==> src/rtl/ex_muldiv_unit.sv <==
// ex_muldiv_unit: iterative MULT/MULTU/DIV/DIVU unit with HI/LO result registers.
// Define MULDIV_DIV_EN to build the restoring divider; otherwise divide ops are ignored.
module ex_muldiv_unit #(
  parameter int unsigned WIDTH = 32
) (
  input  logic             clk,
  input  logic             rst,
  input  logic             start,
  input  logic [1:0]       op,
  input  logic [WIDTH-1:0] operand_a,
  input  logic [WIDTH-1:0] operand_b,
  input  logic             flush,
  output logic             stall,
  output logic             busy,
  output logic             done,
  output logic [WIDTH-1:0] hi_out,
  output logic [WIDTH-1:0] lo_out,
  output logic             div_by_zero
);
  localparam int unsigned   CW   = $clog2(WIDTH);
  localparam logic [CW-1:0] LAST = CW'(WIDTH - 1);

  typedef enum logic [1:0] {IDLE, MUL, DIV, DONE} state_e;

  state_e             state_q;
  logic [CW-1:0]      cnt_q;
  logic [2*WIDTH-1:0] acc_q, acc_d;
  logic [WIDTH-1:0]   opb_q;
  logic               neg_q;
  logic [WIDTH-1:0]   hi_q, lo_q;
  logic               done_q;

  logic               a_neg, b_neg, accept;
  logic [WIDTH-1:0]   a_mag, b_mag;
  logic [WIDTH:0]     mul_sum;
  logic [2*WIDTH-1:0] prod;
`ifdef MULDIV_DIV_EN
  logic               rem_neg_q, dbz_q;
  logic [WIDTH:0]     div_trial;
  logic [WIDTH-1:0]   quo, rem;
`endif

  always_comb begin
    a_neg = ~op[0] & operand_a[WIDTH-1];
    b_neg = ~op[0] & operand_b[WIDTH-1];
    a_mag = a_neg ? -operand_a : operand_a;
    b_mag = b_neg ? -operand_b : operand_b;
`ifdef MULDIV_DIV_EN
    accept = (state_q == IDLE) & start & ~flush;
`else
    accept = (state_q == IDLE) & start & ~flush & ~op[1];
`endif
    // acc_q holds {partial product, multiplier} for MUL and {remainder, quotient} for DIV
    mul_sum = {1'b0, acc_q[2*WIDTH-1:WIDTH]} + {1'b0, (acc_q[0] ? opb_q : '0)};
    acc_d   = {mul_sum, acc_q[WIDTH-1:1]};
`ifdef MULDIV_DIV_EN
    div_trial = {acc_q[2*WIDTH-1:WIDTH], acc_q[WIDTH-1]} - {1'b0, opb_q};
    if (state_q == DIV) begin
      if (!div_trial[WIDTH]) acc_d = {div_trial[WIDTH-1:0], acc_q[WIDTH-2:0], 1'b1};
      else                   acc_d = {acc_q[2*WIDTH-2:0], 1'b0};
    end
    quo = neg_q     ? -acc_d[WIDTH-1:0]       : acc_d[WIDTH-1:0];
    rem = rem_neg_q ? -acc_d[2*WIDTH-1:WIDTH] : acc_d[2*WIDTH-1:WIDTH];
`endif
    prod  = neg_q ? -acc_d : acc_d;
    stall = ~rst & (accept | (state_q == MUL) | (state_q == DIV));
    busy  = (state_q != IDLE);
  end

  always_ff @(posedge clk or posedge rst) begin
    if (rst) begin
      state_q <= IDLE;
      cnt_q   <= '0;
      acc_q   <= '0;
      opb_q   <= '0;
      neg_q   <= 1'b0;
      hi_q    <= '0;
      lo_q    <= '0;
      done_q  <= 1'b0;
`ifdef MULDIV_DIV_EN
      rem_neg_q <= 1'b0;
      dbz_q     <= 1'b0;
`endif
    end else begin
      done_q <= 1'b0;
`ifdef MULDIV_DIV_EN
      dbz_q  <= 1'b0;
`endif
      unique case (state_q)
        IDLE: if (accept) begin
          cnt_q <= '0;
          neg_q <= a_neg ^ b_neg;
          opb_q <= b_mag;
          acc_q <= {{WIDTH{1'b0}}, a_mag};
          if (!op[1]) state_q <= MUL;
`ifdef MULDIV_DIV_EN
          else if (operand_b == '0) begin
            state_q <= DONE;
            done_q  <= 1'b1;
            dbz_q   <= 1'b1;
            hi_q    <= operand_a;
            lo_q    <= '1;
          end else begin
            state_q   <= DIV;
            rem_neg_q <= a_neg;
          end
`endif
        end
        MUL: if (flush) state_q <= IDLE;
        else begin
          acc_q <= acc_d;
          cnt_q <= cnt_q + 1'b1;
          if (cnt_q == LAST) begin
            state_q <= DONE;
            done_q  <= 1'b1;
            hi_q    <= prod[2*WIDTH-1:WIDTH];
            lo_q    <= prod[WIDTH-1:0];
          end
        end
`ifdef MULDIV_DIV_EN
        DIV: if (flush) state_q <= IDLE;
        else begin
          acc_q <= acc_d;
          cnt_q <= cnt_q + 1'b1;
          if (cnt_q == LAST) begin
            state_q <= DONE;
            done_q  <= 1'b1;
            hi_q    <= rem;
            lo_q    <= quo;
          end
        end
`endif
        DONE:    state_q <= IDLE;
        default: state_q <= IDLE;
      endcase
    end
  end

  assign done   = done_q;
  assign hi_out = hi_q;
  assign lo_out = lo_q;
`ifdef MULDIV_DIV_EN
  assign div_by_zero = dbz_q;
`else
  assign div_by_zero = 1'b0;
`endif
endmodule

==> config.mk <==
export PLATFORM = sky130hd
export DESIGN_NAME = ex_muldiv_unit
export DESIGN_NICKNAME = d
export VERILOG_FILES = /design/src/rtl/ex_muldiv_unit.sv
export SDC_FILE = /design/constraint.sdc
export NUM_CORES = 1
export LEC_CHECK = 0
export CORE_MARGIN = 2
export CORE_UTILIZATION = 30
export CTS_CLUSTER_SIZE = 24
export DETAILED_ROUTE_END_ITERATION = 7
export GPL_ROUTABILITY_DRIVEN = 0
export HOLD_SLACK_MARGIN = 0.02
export PLACE_DENSITY = 0.53
export SLEW_MARGIN = 20
export SYNTH_ARGS = -nofsm -noshare
export SYNTH_HDL_FRONTEND = slang
export SYNTH_SLANG_ARGS = --single-unit
==> constraint.sdc <==
create_clock -name clk -period 9.3 [get_ports clk]
set_input_delay 1.86 -clock clk [delete_from_list [all_inputs] [get_ports clk]]
set_output_delay 1.86 -clock clk [all_outputs]
set_load 0.02 [all_outputs]
# After elaboration in Yosys (flattened, before gate mapping)
# Index checks and enable logic that the tools add are counted.
# word_totals
wordCells	58
in_bits	70
latch_bits	0
ram_bits	0
n_memories	0
output_inout_bits	68
regBits	169
rom_bits	0
# op_classes
shifts	0
bitwise_logic	13
order_cmp	0
div_mod_pow	0
n_mux	18
eq_ne	7
reduce_logical	7
mul	0
n_addsub	5
# ops
cell	n
$mux 64	3
$pmux 64 s2	1
$mux 32	3
$neg 32->32	2
$neg 64->64	1
$add 32x32->33	1
$mux 5	2
$pmux 5 s2	1
$reduce_and 3->1	3
$mux 2	4
$and 1x1->1	6
$ne 2x2->1 const B	3
$add 5x1->5 const B	1
$eq 5x5->1 const B	1
$not 1->1	4
$pmux 2 s2	1
$reduce_bool 2->1	2
$mux 1	3
$ne 3x2->1 const B	1
$eq 2x1->1 const B	1
$eq 2x2->1 const B	1
$logic_not 2->1	1
$or 1x1->1	2
$reduce_and 2->1	1
$xor 1x1->1	1

# Longest topological paths before layout
# Gate-level depths: netlist of the first run.
# logic_depth
word_depth	7
ltp_mapped	15

# Worst setup path after synthesis of the first run
# No wires, ideal clock.
# synth_path
path_type	input to output
startpoint	input port flush
endpoint	output port stall
path_slack_ns	4.732
n_path_buf	0
t_required_ns	7.440
arrival_ns	2.708
cell_stages	3
path_cell_list	nor3b_1 -> nor2_1 -> a211oi_1
# synth_via
elab_chain_cells	6
# synth_lines
element	line	rtl
start: declaration	12	input logic flush,
$not 1->1 (no source line)	-	
$and 1x1->1 (2 in series)	51	accept = (state_q == IDLE) & start & ~flush & ~op[1];
$or 1x1->1 (2 in series)	66	stall = ~rst & (accept | (state_q == MUL) | (state_q == DIV));
$and 1x1->1	66	
end: declaration	13	output logic stall,
# Every way passes these cells.

# Worst setup path in the final report of the first run
# Ends and elaborated chain as after synthesis.

==> results of run 1 <==
==> state kept, by name, indices dropped and copies added, names as in the netlist <==
register and count:
done 1, lo_out 32, acc_q 64, state_q 2, hi_out 32, neg_q 1
opb_q 32, cnt_q 5
==> cell type report <==
| class | count | area, µm² |
|---|---|---|
| clock inverters | 13 | 136.4 |
| repair buffers | 146 | 1436 |
| flip-flops and latches | 169 | 4233 |
| multi-input cells | 1070 | 6575 |
| clock buffers | 19 | 432.9 |
| inverters | 21 | 83.83 |
| well taps | 468 | 585.6 |
| fillers | 3828 | 23130 |
==> worst max-delay path, delay by kind of cell <==
family                 cells  cell delay, ns
AND/OR/NAND/NOR            2            0.52
AO/OA/AOI/OAI              1            0.17
buffers and inverters      2            1.17
==> metrics by stage <==
stage                     hold WS, ns  worst slack [ns]    util  instances  total power [mW]
final                          0.4727             3.711  0.3683       1906             2.478
after CTS                      0.4783             3.716  0.3680       1906             2.501
after detailed placement       0.4622             3.716  0.3525       1874             1.783
after global placement         0.4585             3.712  0.3525       1874             1.772
after floorplan                0.4418             2.865       -       1335             1.524
after global routing           0.5097             3.638  0.3683       1906             2.645
==> cells by family after synthesis <==
logic type / after synthesis
compound gates: 412
xor+xnor: 142
fa+ha+maj: 38
buf+inv: 96
flops: 169
mux: 5
other cells: 1
simple gates: 472
==> per-layer routing <==
layer	up-vias	wire length [µm]
met4	0	554
met2	202	15230
met3	33	1299
li1	4926	-
met1	4666	15460
met5	-	0
==> power groups by stage <==
stage	clock network [mW]	logic (mW)	registers [mW]
finish	0.710	0.810	0.958
global route	0.759	0.910	0.976
CTS	0.727	0.816	0.958
detailed placement	0	0.811	0.972
global placement	0	0.803	0.968
floorplan	0	0.609	0.915
==> synthesized netlist by cell type (13+ instances only) <==
library cell and count:
nand3_1 45, o31ai_1 32, nor2_1 68, o21ai_0 200, or3_1 18, ha_1 37
nor3_1 16, nand2_1 196, or4_1 13, inv_1 21, xor2_1 82, dfrtp_1 169
clkbuf_1 67, xnor2_1 60, nand2b_1 16, and2_1 38, a21oi_1 75, a22oi_1 20
nand4_1 14
==> path summary, 6_finish.rpt <==
check                             end  slack (ns)  cells past startpoint
max                             stall        3.71                      5
min                          opb_q[5]        0.47                      2
max reg2reg                hi_out[31]        4.43                     12
min reg2reg                  opb_q[5]        0.47                      2
max in group asynchronous       neg_q        6.08                      3
min in group asynchronous  state_q[1]        1.90                      2
==> metrics, run 1 <==
postcts setup bufs 0; cts repair resizes 0; Crit Path Category in -> out; RSZ-0062 raised after global routing false; vias in the first global route 9,599; Slew Viols, Final 0; Setup Viol. Count Final 0; post-route cell area 0.01348 mm²; initial antenna violation count 0; XOR/XNOR share of the synthesized area 0.1116; Leak 5.645 nW; antenna cells 0; I/O pin count 138; largest family of logic cells by synthesized area compound AO/OA/AOI/OAI gates; f_max 178.9 MHz; row cnt 70; WL final 32.55 mm; Slew HR 0.3260; register area share after synthesis 0.3796; Synth Cell Area 0.01114 mm²; Top cell by count, worst path clkdlybuf4s50_1; EDFF count, synth 0; chip height 196.7 µm; Simple-Gate Fraction of Synth Area 0.2073; initial core utilization 0.3043; DRC viols 0; critical hold path startpoint opb_q[5]; register bit count reported by yosys 169; worst hold-check path type reg -> reg; placed cell area 0.01290 mm²; Congestion Overflow GR 0; CP max stage delay 0.63 ns; Netlist cell types 69; TritonCTS clock tree built; worst path required time 7.44 ns; Net Sw Frac 0.3842; largest net degree at the start of global routing 98; Internal Power 1.526 mW; FFs w/ async S/R, synth 1.000; GR Util All Layers 0.1699; Crit. End Element primary output; Root Buffer clkbuf_16; Yosys Warn Count 0; Area growth syn-to-layout 21.02%; worst-margin pin slew 1.002 ns; Mapped Cells 1,335; GRT busiest layer met2; most common cell after layout, fill and taps aside o21ai_0; global-route wire length before repair 51.88 mm; DR vias 9,827; Final #Nets 1,533; die area 0.03869 mm²; clk_lat worst skew 0.45 ns; detailed-route wire length per cell 17.08 µm; r2r startpoint acc_q[0]; Final min period 5.589 ns; WP data arrival 3.73 ns; Routed Antenna Nets 0; IO buf count 136; DRT Pass-1 Iters 5; switching pwr 0.9521 mW; cell at the slowest stage of the critical path clkdlybuf4s50_1; Comb power frac 0.327; power density over cell area 183.8 mW/mm²; sequential share of power 0.387; Reg clk slew, reported paths 0.06 ns; startpoint types input port; met1 Usage GRT 0.2349; top cell type's share of synthesized area 0.3796; Max IR drop VDD 0.1380 mV; Die Width 196.7 µm; Main synth FF type dfrtp_1; largest cells by area after synthesis dfrtp_1 38%, o21ai_0 9.0%, nand2_1 6.6%; H-tree levels 4; post-synthesis compound-gate area fraction 0.2205; Hold Buf Count CTS 0; Final Hold Fails 0; Critical path origin flush; # Max-Cap Violations 0; GRT met3 Usage 0.02721; cell taking the most area after synthesis dfrtp_1; status complete, no violations; number of CTS-inserted buffers 17; mux cell area share after synthesis 0.004492; syn_area_per_cell 8.345 µm²; Net Count, Synth 1,443; crit share post-route 0.6010; CP Max Fanout 4; clock share of power 0.287; Initial DRC Count 707; Bufs on Longest Clock Path 2; DR vias/cell 5.156; grt met2 use 0.2775; Sink Count 169; total core area 0.03661 mm²; layout cell share with drive strength beyond 1 0.04312; most frequent cells in the layout 200 x o21ai_0, 194 x nand2_1, 168 x dfrtp_1; Fin Clk Skew 0.01447 ns; adder-cell area share of the yosys netlist 0.04335; setup tns final 0 ns; worst-path cell chain clkdlybuf4s50_1 > nor3b_1 > nor2_1 > a211oi_1 > clkdlybuf4s50_1; HPWL Detailed 24.48 mm
Note: power is estimated with default switching activity, not from simulation.
==> run 2, diff against run 1 <==
--- a/config.mk
+++ b/config.mk
@@ -11,7 +11,7 @@
 export DETAILED_ROUTE_END_ITERATION = 7
 export GPL_ROUTABILITY_DRIVEN = 0
 export HOLD_SLACK_MARGIN = 0.02
-export PLACE_DENSITY = 0.53
+export PLACE_DENSITY = 0.55
 export SLEW_MARGIN = 20
 export SYNTH_ARGS = -nofsm -noshare
 export SYNTH_HDL_FRONTEND = slang
==> constraint.sdc (replaced) <==
create_clock -name clk -period 4.9 [get_ports clk]
set_input_delay 0.98 -clock clk [delete_from_list [all_inputs] [get_ports clk]]
set_output_delay 0.98 -clock clk [all_outputs]
set_load 0.02 [all_outputs]
==> metrics, run 2 (same netlist as run 1, synthesis figures left out) <==
number of CTS-inserted buffers 17 (unchanged); status complete, no violations; final hold slack 0.4755 ns (+0.002768 ns); Hold Buf Count CTS 0 (unchanged); Final min period 4.559 ns; Crit Path Category reg -> reg; Bufs on Longest Clock Path 2 (unchanged); initial core utilization 0.3043 (unchanged); WP data arrival 4.89 ns (+1.16 ns); Slew Viols, Final 0 (unchanged); Final Hold Fails 0 (unchanged); PnR worst setup slack 0.3412 ns (-3.370 ns); Crit. End Element register; antenna cells 0 (unchanged); r2r startpoint acc_q[0]; # Max-Cap Violations 0 (unchanged); Fin Clk Skew 0.01747 ns (+0.003008 ns); CP Depth 12 (+7); Top reg by flops acc_q; worst-path cell chain and2_1 > ha_1 > fa_1 > a211oi_1 > o211ai_1 > a21oi_2 > o21ai_0 > xor2_1 > or3_1 > or4b_2 > o31a_1 > or3_1; RSZ-0062 raised after global routing false; Sink Count 169 (unchanged); setup tns final 0 ns (unchanged); startpoint types register; CP endpoint hi_out[31]; TritonCTS clock tree built; DRT Pass-1 Iters 5 (unchanged); GRT met3 Usage 0.02601 (-0.001198); power density over cell area 350.9 mW/mm² (+91%); Leak 5.693 nW (+0.85%); Slew HR 0.2821 (-0.04389); vias in the first global route 9,815 (+2.3%); worst path required time 5.23 ns (-2.21 ns); Routed Antenna Nets 0 (unchanged); global-route wire length before repair 53.32 mm (+2.8%); worst hold-check path type reg -> reg; GRT busiest layer met2; worst slack at placement 0.3167 ns (-3.400 ns); fin util 0.3710 (+0.002700); DRC viols 0 (unchanged); Critical path origin acc_q[0]; Die Width 196.7 µm (unchanged); largest net degree at the start of global routing 170 (+73%); cell at the slowest stage of the critical path or4b_2; fillcell total 3,775 (-1.4%); I/O pin count 138 (unchanged); WL final 33.11 mm (+1.7%); chip height 196.7 µm (unchanged); CP top delay family simple AND/OR/NAND/NOR gates; CP bufs+invs 0 (-2); Reg clk slew, reported paths 0.08 ns (+0.02 ns); worst-margin pin slew 1.077 ns (+0.07507 ns); worst reg-to-reg path cell count 12 (unchanged); grt met2 use 0.2952 (+0.01773); most common cell after layout, fill and taps aside o21ai_0; IO buf count 136 (unchanged); initial antenna violation count 0 (unchanged); GR Util All Layers 0.1741 (+0.004247); row cnt 70 (unchanged); H-tree levels 4 (unchanged); CP max stage delay 0.81 ns (+0.18 ns); clk_lat worst skew 0.46 ns (about the same); HPWL Detailed 24.56 mm (+0.32%); most frequent cells in the layout 200 x o21ai_0, 194 x nand2_1, 168 x dfrtp_1; Congestion Overflow GR 0 (unchanged); DR vias/cell 5.257 (+2.0%); Setup Viol. Count Final 0 (unchanged); Area growth syn-to-layout 21.91%; Root Buffer clkbuf_16; postcts setup bufs 0 (unchanged); Max IR drop VDD 0.2684 mV (+94%); f_max 219.4 MHz; crit share post-route 0.9304; detailed-route wire length per cell 17.29 µm (+1.2%); layout cell share with drive strength beyond 1 0.05045 (+0.007334); Top cell by count, worst path or3_1; flop2flop setup slack 0.34 ns (-4.09 ns); CP Max Fanout 10 (+6); total core area 0.03661 mm² (unchanged); die area 0.03869 mm² (unchanged); Final #Nets 1,542 (+0.59%); Initial DRC Count 635 (-10%); Tot Pwr 4.766 mW (+92%); DR vias 10.07k (+2.5%); met1 Usage GRT 0.2343 (-0.0006020); max reg flops 64 (unchanged); terminus of the critical flop-to-flop path hi_out[31]
==> run 2: cell count changes in the layout (fill, tap and decap cells not counted), sizes merged <==
cell,before,now
buf,10,19
inv,26,28
bufinv,1,0
clkinv,6,3
clkbuf,19,17
clkinvlp,1,5
==> run 2: where the power goes <==
part	total [mW]	switching, mW	internal (mW)
Combinational	1.59	0.975	0.615
Clock	1.36	0.679	0.679
Sequential	1.82	0.230	1.59
==> run 2: tightest hold or removal path, cell delays in order (launching register included) <==
cell,delay [ns]
dfrtp_1,0.34
nand2_1,0.04
o21ai_0,0.06
==> run 2: worst min path at each step <==
| stage | start | endpoint | slack [ns] | depth (start not counted) |
|---|---|---|---|---|
| detailed placement | opb_q[0] | opb_q[0] | 0.46 | 2 |
| floorplan | opb_q[0] | opb_q[0] | 0.44 | 2 |
| global placement | opb_q[31] | opb_q[31] | 0.46 | 2 |
| global route | opb_q[5] | opb_q[5] | 0.51 | 2 |
| CTS | opb_q[26] | opb_q[26] | 0.48 | 2 |
| finish | opb_q[26] | opb_q[26] | 0.48 | 2 |
==> run 2: per-layer routing <==
layer	up-vias	wire length (µm)
met4	0	466
met3	29	1278
met2	179	16170
li1	4970	-
met1	4890	15190
met5	-	0
==> run 2: timing repair <==
item	in CTS	in global routing
endpoints found under the hold margin	0	0
setup endpoints to repair	0	10
resized for setup	0	1
==> run 2: through the flow <==
step / cell area, µm² / instances
3_5_place_dp: 13000 / 1883
3_3_place_gp: 13000 / 1883
5_1_grt: 13580 / 1915
6_report: 13580 / 1915
4_1_cts: 13580 / 1915
2_1_floorplan: 11140 / 1335
==> run 2: area by class of cell <==
| class | count | area [µm²] | share of cell area |
|---|---|---|---|
| repair buffers | 155 | 1529 | 0.1126 |
| inverters | 21 | 82.58 | 0.006080 |
| multi-input cells | 1070 | 6573 | 0.4839 |
| clock inverters | 15 | 153.9 | 0.01133 |
| clock buffers | 17 | 425.4 | 0.03132 |
| flip-flops and latches | 169 | 4233 | 0.3117 |
| well taps | 468 | 585.6 | 0.04311 |
